===== src/rtl/sw_pkg.sv =====
// -----------------------------------------------------------------------------
// sw_pkg
// Shared types and constants for the stopwatch controller.
//   CS_W       : width of the centisecond count and the displayed value
//   MAX_CS     : 99:59.99 expressed in centiseconds; the count saturates here
//   sw_state_t : controller state encoding
//   is_running : true for the states in which time advances
// -----------------------------------------------------------------------------
package sw_pkg;

    localparam int CS_W = 20;
    localparam logic [CS_W-1:0] MAX_CS = 20'd599999;

    typedef enum logic [1:0] {
        IDLE    = 2'd0,
        RUN     = 2'd1,
        LAP_RUN = 2'd2,
        STOPPED = 2'd3
    } sw_state_t;

    function automatic logic is_running(input sw_state_t s);
        return (s == RUN) || (s == LAP_RUN);
    endfunction

endpackage


===== src/rtl/tick_prescaler.sv =====
// -----------------------------------------------------------------------------
// tick_prescaler
// Divides clk down to a one-cycle tick every TICK_DIV enabled clocks.
//   clk      : system clock
//   reset_n  : asynchronous active-low reset
//   en       : count enable; the count holds its value while low
//   clr      : synchronous return to zero, wins over en
//   tick     : high for the cycle in which the count wraps TICK_DIV-1 -> 0
// -----------------------------------------------------------------------------
module tick_prescaler #(
    parameter int TICK_DIV = 500_000
) (
    input  logic clk,
    input  logic reset_n,
    input  logic en,
    input  logic clr,
    output logic tick
);

    localparam int CNT_W = (TICK_DIV > 1) ? $clog2(TICK_DIV) : 1;
    localparam logic [CNT_W-1:0] LAST = CNT_W'(TICK_DIV - 1);

    logic [CNT_W-1:0] r_cnt;
    logic             w_wrap;

    assign w_wrap = en && !clr && (r_cnt == LAST);
    assign tick   = w_wrap;

    always_ff @(posedge clk or negedge reset_n) begin
        if (!reset_n) begin
            r_cnt <= '0;
        end else if (clr) begin
            r_cnt <= '0;
        end else if (en) begin
            r_cnt <= w_wrap ? '0 : r_cnt + 1'b1;
        end
    end

endmodule


===== src/rtl/stopwatch_ctrl.sv =====
// -----------------------------------------------------------------------------
// stopwatch_ctrl
// Centisecond stopwatch with start/stop, lap freeze and clear.
//   clk         : system clock, CLK_HZ
//   reset_n     : asynchronous active-low reset
//   start_stop  : one-cycle pulse, toggles running/stopped
//   lap         : one-cycle pulse, freezes/releases the displayed lap time
//   clear       : one-cycle pulse, zeroes everything when not running
//   value       : registered display value in centiseconds
//   running     : high in RUN or LAP_RUN
//   lap_active  : high in LAP_RUN
//   overflow    : sticky, set when the count saturates at MAX_CS
//
// state   | meaning
// IDLE    | cleared, nothing counting, prescaler held at zero
// RUN     | counting, display follows the elapsed count
// LAP_RUN | counting, display frozen on the captured lap time
// STOPPED | count and prescaler held, display shows the elapsed count
// -----------------------------------------------------------------------------
module stopwatch_ctrl
    import sw_pkg::*;
#(
    parameter int CLK_HZ = 50_000_000
) (
    input  logic            clk,
    input  logic            reset_n,
    input  logic            start_stop,
    input  logic            lap,
    input  logic            clear,
    output logic [CS_W-1:0] value,
    output logic            running,
    output logic            lap_active,
    output logic            overflow
);

    localparam int TICK_DIV = CLK_HZ / 100;

    sw_state_t       r_state;
    sw_state_t       w_state_nxt;
    logic [CS_W-1:0] r_cs_cnt;
    logic [CS_W-1:0] r_lap_reg;
    logic [CS_W-1:0] r_value;
    logic            r_overflow;
    logic            r_running;
    logic            r_lap_active;

    logic            w_tick;
    logic            w_clear_fire;
    logic            w_ss_fire;
    logic            w_lap_fire;
    logic            w_lap_cap;
    logic            w_sat;
    logic            w_pre_en;
    logic            w_pre_clr;

    assign w_pre_en  = is_running(r_state);
    assign w_pre_clr = w_clear_fire || (r_state == IDLE);

    tick_prescaler #(
        .TICK_DIV (TICK_DIV)
    ) u_prescaler (
        .clk     (clk),
        .reset_n (reset_n),
        .en      (w_pre_en),
        .clr     (w_pre_clr),
        .tick    (w_tick)
    );

    // A raw clear or start_stop pulse masks the lower-priority pulses for the
    // cycle, even when the higher one has no effect in the current state.
    always_comb begin
        w_clear_fire = clear && ((r_state == IDLE) || (r_state == STOPPED));
        w_ss_fire    = start_stop && !clear;
        w_lap_fire   = lap && !clear && !start_stop && is_running(r_state);
        w_lap_cap    = w_lap_fire && (r_state == RUN);
        w_sat        = w_tick && (r_cs_cnt == MAX_CS);
    end

    always_comb begin
        w_state_nxt = r_state;
        case (r_state)
            IDLE: begin
                if (w_clear_fire)   w_state_nxt = IDLE;
                else if (w_ss_fire) w_state_nxt = RUN;
            end
            RUN: begin
                if (w_ss_fire || w_sat) w_state_nxt = STOPPED;
                else if (w_lap_fire)    w_state_nxt = LAP_RUN;
            end
            LAP_RUN: begin
                if (w_ss_fire || w_sat) w_state_nxt = STOPPED;
                else if (w_lap_fire)    w_state_nxt = RUN;
            end
            STOPPED: begin
                if (w_clear_fire)   w_state_nxt = IDLE;
                else if (w_ss_fire) w_state_nxt = RUN;
            end
            default: w_state_nxt = IDLE;
        endcase
    end

    // Status flags are registered from the next state so they never glitch
    // on the two-bit RUN <-> LAP_RUN transition.
    always_ff @(posedge clk or negedge reset_n) begin
        if (!reset_n) begin
            r_state      <= IDLE;
            r_running    <= 1'b0;
            r_lap_active <= 1'b0;
        end else begin
            r_state      <= w_state_nxt;
            r_running    <= is_running(w_state_nxt);
            r_lap_active <= (w_state_nxt == LAP_RUN);
        end
    end

    // The lap capture reads r_cs_cnt before this edge's increment.
    always_ff @(posedge clk or negedge reset_n) begin
        if (!reset_n) begin
            r_cs_cnt   <= '0;
            r_lap_reg  <= '0;
            r_overflow <= 1'b0;
        end else if (w_clear_fire) begin
            r_cs_cnt   <= '0;
            r_lap_reg  <= '0;
            r_overflow <= 1'b0;
        end else begin
            if (w_tick && !w_sat) r_cs_cnt <= r_cs_cnt + 1'b1;
            if (w_sat)            r_overflow <= 1'b1;
            if (w_lap_cap)        r_lap_reg <= r_cs_cnt;
        end
    end

    always_ff @(posedge clk or negedge reset_n) begin
        if (!reset_n) begin
            r_value <= '0;
        end else begin
            r_value <= (r_state == LAP_RUN) ? r_lap_reg : r_cs_cnt;
        end
    end

    assign value      = r_value;
    assign running    = r_running;
    assign lap_active = r_lap_active;
    assign overflow   = r_overflow;

endmodule


===== config.mk =====
export PLATFORM = sky130hd
export DESIGN_NAME = stopwatch_ctrl
export DESIGN_NICKNAME = d
export VERILOG_FILES = /design/src/rtl/sw_pkg.sv /design/src/rtl/tick_prescaler.sv /design/src/rtl/stopwatch_ctrl.sv
export SDC_FILE = /design/constraint.sdc
export NUM_CORES = 1
export LEC_CHECK = 0
export ABC_AREA = 0
export CORE_MARGIN = 1.5
export CORE_UTILIZATION = 40
export DETAILED_ROUTE_END_ITERATION = 12
export HOLD_SLACK_MARGIN = 0.05
export PLACE_DENSITY = 0.55
export SYNTH_ARGS = -nofsm -noshare
export SYNTH_HDL_FRONTEND = slang
export SYNTH_HIERARCHICAL = 1
export SYNTH_SLANG_ARGS = --single-unit

===== constraint.sdc =====
create_clock -name clk -period 3.9 [get_ports clk]
set_input_delay 0.975 -clock clk [delete_from_list [all_inputs] [get_ports clk]]
set_output_delay 0.975 -clock clk [all_outputs]
set_load 0.005 [all_outputs]

==> flow_summary.yaml, run 1 <==
placement:
  gp_congestion: 0.8403
  dp_hpwl_um: 5584
  io_buffers: 27
  place_area_um2: 4496
floorplan:
  rows: 36
  core_um2: 9819
  die_x_um: 103.7
  pin_count: 28
  start_util_pct: 41.31
  die_h_um: 103.7
  dieArea_um2: 10750
sta:
  final_max_slew_viol_count: 0
  fin_tns_setup_ps: 0
  max_freq_mhz: 314.7
  tightest_slew_ps: 858.7
  hold_ws_ps: 513.1
  finalHoldViolations: 0
  rsz0062_at_grt: "false"
  fin_crit_sh_pct: 81.48
  slew_headroom_pct: 42.15
  skew_ps: 11.37
  setup_violations: 0
  period_minus_slack_ps: 3178
yosys:
  async_flop_share_pct: 100.0
  postSynthNetCount: 410
  synth_edf_count: 0
  synth.distinct_cells: 62
  syn_area_per_cell_um2: 10.17
  synth-seq-area-share_pct: 51.82
  yosys_most_used_dff: "dfrtp_1"
  syn_inst: 399
  netlist_area_um2: 4056
  yosysWarnings: 6
  ys_ff_latch: 84
clocking:
  cts_tree: "done"
  root_buffer: "clkbuf_8"
  htreeDepth: 3
  clk_latency_ps: 360
  clock-sinks: 84
  post_cts_buffers: 0
  ctsResizeCount: 0
  cts_buffer_depth: 2
  path_clk_slew_ps: 90
  cts_hold_buf: 0
  cts_buffers: 9
job:
  drv_cap: 0
route:
  wl_per_cell_um: 14.73
  wl_met2_um: 3667
  drt-total-wl_um: 8397
  drt_iter0_markers: 152
  drtAntennaViolNets: 0
  drc: 0
  vias_per_cell: 5.370
  topRoutingLayerUsed: "met4"
  num_vias: 3061
  drt-pass1-iter-count: 4
  dr_wl_met3_um: 317
  wl_met1_um: 4317
layout:
  multi_input_area_um2: 1851
  final-seq-area_um2: 2102
  drive_gt1_share_pct: 15.33
  fin_nets: 443
  fill_cells: 963
  syn2layout_area_growth_pct: 15.70
  diodes: 0
  stdcell_area_um2: 4693
grt:
  grt-ovfl-total: 0
  grt_pass1_wl_um: 14900
  antenna_found_initial: 0
  grt_max_degree: 41
  grt_pass1_vias: 2973
  grt.total_usage_pct: 16.99
setup_path:
  end_kind: "flip-flop"
  r2r-end: "running"
  crit_arrival_ps: 3430
  reg2reg_slack_ps: 790
  worst-r2r-cell-count: 12
  crit_required_ps: 4150
  critical_path_class: "in -> reg"
  cp_max_fo: 6
  cp-start-kind: "input pin"
  rr_startpoint: "u_prescaler/r_cnt[0]"
worst_hold_path:
  hold_start: "r_lap_reg[16]"
  holdCritPathClass: "reg -> reg"
  hold_path_end: "value[16]"
  whs_path_depth: 1
power_and_ir_drop:
  ir_worst_vdd_mv: 0.2240
  leakagePower_nw: 2.035
  powerDensity_nw_per_um2: 442.0
outcome:
  status: "finished clean"
[cell usage in the layout, fill, tap and decap left out, drive strengths merged, types with 3 or more instances in the layout]
cell type       n
clkdlybuf4s50  26
and4            4
inv            13
buf            10
clkbuf         10
or3            10
and2            4
mux2           20
a31oi           5
o21ai          38
nor2           25
nand4          13
nor3            4
xor2           15
a21oi          12
ha              6
o211ai          3
nand3          21
clkinvlp        3
nand2          70
o311ai          5
nor4            3
dfrtp          84
and3            4
nand2b          3
[layer usage]
layer	global-route usage, %	vias up
met3	4.028	10
met1	25.02	1499
li1	-	1492
met2	24.81	60
met4	4.960	0
met5	0	-
[per-stage QoR]
step	util, %	power, mW	cells	setup slack, ps
6_report	47.80	2.074	570	722.4
5_1_grt	47.80	2.202	570	535.4
4_1_cts	47.80	2.105	570	758.2
3_5_place_dp	45.78	1.470	554	397.7
3_3_place_gp	45.78	1.470	554	479.2
2_1_floorplan	-	1.265	399	968.6
[final cells by class]
type / count / area share (%)
Clock inverter: 6 / 1.493
Clock buffer: 10 / 2.719
Inverter: 11 / 0.8798
Multi-Input combinational cell: 290 / 39.43
Timing Repair Buffer: 36 / 7.145
Tap cell: 133 / 3.546
Sequential cell: 84 / 44.79
[synth_stat cells (3+ instances only)]
| cell | instances | share of area, % |
|---|---|---|
| and2_1 | 3 | 0.46 |
| o211ai_1 | 3 | 0.56 |
| xor2_1 | 15 | 3.2 |
| o21ai_0 | 31 | 3.8 |
| nor4_1 | 3 | 0.46 |
| inv_1 | 10 | 0.93 |
| nand3_1 | 21 | 2.6 |
| nand4_1 | 9 | 1.4 |
| clkbuf_1 | 9 | 0.83 |
| o311ai_0 | 3 | 0.65 |
| nand2_1 | 70 | 6.5 |
| nor2_1 | 23 | 2.1 |
| or3_1 | 10 | 1.5 |
| o21ai_1 | 5 | 0.62 |
| a21oi_1 | 12 | 1.5 |
| ha_1 | 6 | 1.9 |
| nor3_1 | 4 | 0.49 |
| mux2_2 | 20 | 5.6 |
| nand4_4 | 3 | 1.6 |
| a31oi_1 | 5 | 0.77 |
| dfrtp_1 | 84 | 52 |
| nand2b_1 | 3 | 0.46 |
[where the power goes]
part           switching (mW)  total, mW  internal (mW)
sequential             0.0191      0.917          0.898
combinational           0.353      0.527          0.174
clock                   0.330      0.630          0.301
total                   0.702       2.07           1.37
[worst max-delay path by stage]
stage	depth (start not counted)	start	slack, ps	end
floorplan	11	clear	970	running
global placement	12	clear	480	running
detailed placement	12	clear	400	running
CTS	12	clear	760	running
finish	12	clear	720	running
global route	12	clear	540	running
[critical path: stages]
cell and delay [ps]:
clkdlybuf4s50_1 500, nand2_1 120, nand2b_1 70, nand2b_1 170, nor2_1 300, and2_1 320, nand3_1 160, o21ai_1 180
a211oi_1 110, a31o_1 210, ha_1 270, inv_1 30
[kinds of logic after synthesis]
family                     count (synthesis)  synth area share [%]
and+or+nand+nor                          173                 23.20
DFF                                       84                 51.82
AOI/OAI and AO/OA                         75                 11.54
buffers and inverters                     25                 2.560
muxes                                     21                 5.799
xor gates and xnor gates                  15                 3.239
adders and majority gates                  6                 1.851
Power figures use the tool's default switching activity.
==> inputs of run 2 (changes only) <==
- PLACE_DENSITY: 0.55 -> 0.57
- clock period: 3.9 -> 2.77 ns (I/O delays scaled with it)
==> run 2 against run 1 <==
Net effect: sequential share of layout area fell by 0.75 points; clock-buffer cell count unchanged; core utilization rose by 0.87 points; cell count up 1.2%; global-route usage is 0.15 points lower; die area stayed put; largest cell class unchanged; cell area up 1.8%; critical path depth down 1; critical endpoint unchanged; total power up 38%; first-iteration DRC count fell by 22%.
==> flow_summary.yaml, run 2 (synthesized netlist as in run 1, its figures left out) <==
outcome:
  status: "finished clean"
sta:
  final_max_slew_viol_count: 0
  fin_crit_sh_pct: 93.34
  layout_setup_ws_ps: 184.5
  finalHoldViolations: 0
  setup_violations: 0
  period_minus_slack_ps: 2585
  slew_headroom_pct: 36.14
  tightest_slew_ps: 954.4
  skew_ps: 13.23
  hold_ws_ps: 209.7
  max_freq_mhz: 386.8
setup_path:
  end_kind: "flip-flop"
  cp-start-kind: "flip-flop"
  reg2reg_slack_ps: 180
  critical_path_class: "reg -> reg"
  worst-r2r-cell-count: 11
  crit_arrival_ps: 2840
  r2r-end: "running"
  cp_max_fo: 6
  crit_required_ps: 3030
  crit_start: "u_prescaler/r_cnt[9]"
  rr_startpoint: "u_prescaler/r_cnt[9]"
layout:
  instances_no_fill: 577
  drive_gt1_share_pct: 18.24
  diodes: 0
  layout_common_cells: "dfrtp_1 (82), nand2_1 (70), o21ai_0 (31), clkdlybuf4s50_1 (26), nor2_1 (22)"
  fill_cells: 942
  layout_commonest_cell: "dfrtp_1"
  multi_input_area_um2: 1873
  fin_nets: 452
  syn2layout_area_growth_pct: 17.80
  final-seq-area_um2: 2105
grt:
  grt.total_usage_pct: 16.84
  grt-ovfl-total: 0
  grt_pass1_vias: 2827
  antenna_found_initial: 0
  grt_max_degree: 67
  grt_pass1_wl_um: 14520
power_and_ir_drop:
  ir_worst_vdd_mv: 0.5562
  leakagePower_nw: 2.085
  powerDensity_nw_per_um2: 600.5
clocking:
  cts_hold_buf: 0
  post_cts_buffers: 0
  cts_buffers: 9
  root_buffer: "clkbuf_8"
  clock-sinks: 84
  cts_buffer_depth: 2
  ctsResizeCount: 0
  htreeDepth: 3
  path_clk_slew_ps: 80
  clk_latency_ps: 360
  cts_tree: "done"
placement:
  io_buffers: 27
  place_ws_ps: 32.06
  gp_congestion: 0.8798
  dp_hpwl_um: 5572
  dp_cells: 563
route:
  drt_iter0_markers: 119
  drt-pass1-iter-count: 4
  wl_per_cell_um: 14.81
  num_vias: 3023
  drtAntennaViolNets: 0
  drt-total-wl_um: 8543
  drc: 0
  vias_per_cell: 5.239
job:
  drv_cap: 0
floorplan:
  die_h_um: 103.7
  pin_count: 28
  core_um2: 9819
  dieArea_um2: 10750
  rows: 36
  start_util_pct: 41.31
  die_x_um: 103.7
worst_hold_path:
  holdCritPathClass: "in -> async"
==> run 2: changes by cell type in the layout (fill, tap and decap cells not counted), sizes merged <==
cell	delta
buf	+9
bufinv	-1
clkinv	+4
clkinvlp	-3
inv	-2
==> run 2: layer usage <==
layer / vias up / track usage [%] / wire [um]
met5: - / 0 / 0
met4: 0 / 6.746 / 117
met3: 10 / 3.839 / 296
met2: 41 / 23.48 / 3569
met1: 1468 / 25.12 / 4560
li1: 1504 / - / -
==> run 2: power breakdown <==
| part | internal, mW | switching, mW | total [mW] |
|---|---|---|---|
| clock | 0.341 | 0.446 | 0.787 |
| combinational | 0.277 | 0.516 | 0.792 |
| sequential | 1.26 | 0.0264 | 1.29 |
==> run 2: worst max-delay path, cell delays in order, from the launching register on <==
cell,delay [ps]
dfrtp_2,470
nor4bb_4,320
nand4_1,170
or2_2,360
nor2_2,110
and2_4,150
nand3_1,110
o21ai_1,190
a211oi_1,110
a31o_1,210
ha_1,270
inv_1,30
==> run 2: layout make-up <==
| cell class | count | area share [%] |
|---|---|---|
| clock buffer | 10 | 2.880 |
| clock inverter | 4 | 0.5761 |
| inverter | 11 | 0.8641 |
| multi-input combinational | 290 | 39.20 |
| sequential | 84 | 44.04 |
| tap | 133 | 3.483 |
| timing repair buffer | 45 | 8.955 |
==> run 2: how the worst max path moves through the flow <==
stage / slack, ps / cells after the start / endpoint
after floorplan: 30 / 14 / running
after global placement: 80 / 12 / running
after detailed placement: 30 / 12 / running
after CTS: 110 / 11 / running
after global routing: -1 / 11 / running
final: 180 / 11 / running
==> run 2: metrics by stage <==
stage	util (%)	power (mW)	area [um^2]	setup TNS, ps
global route	48.66	3.033	4778	-1.173
CTS	48.48	2.905	4761	0
finish	48.66	2.869	4778	0
global placement	46.80	2.116	4596	0
floorplan	-	1.786	4064	0
detailed placement	46.80	2.116	4596	0
==> inputs of run 3 (changes only) <==
- CAP_MARGIN: default -> 30
==> results of run 3 <==
The final DEF is identical to that of run 2; final timing and power are the same.
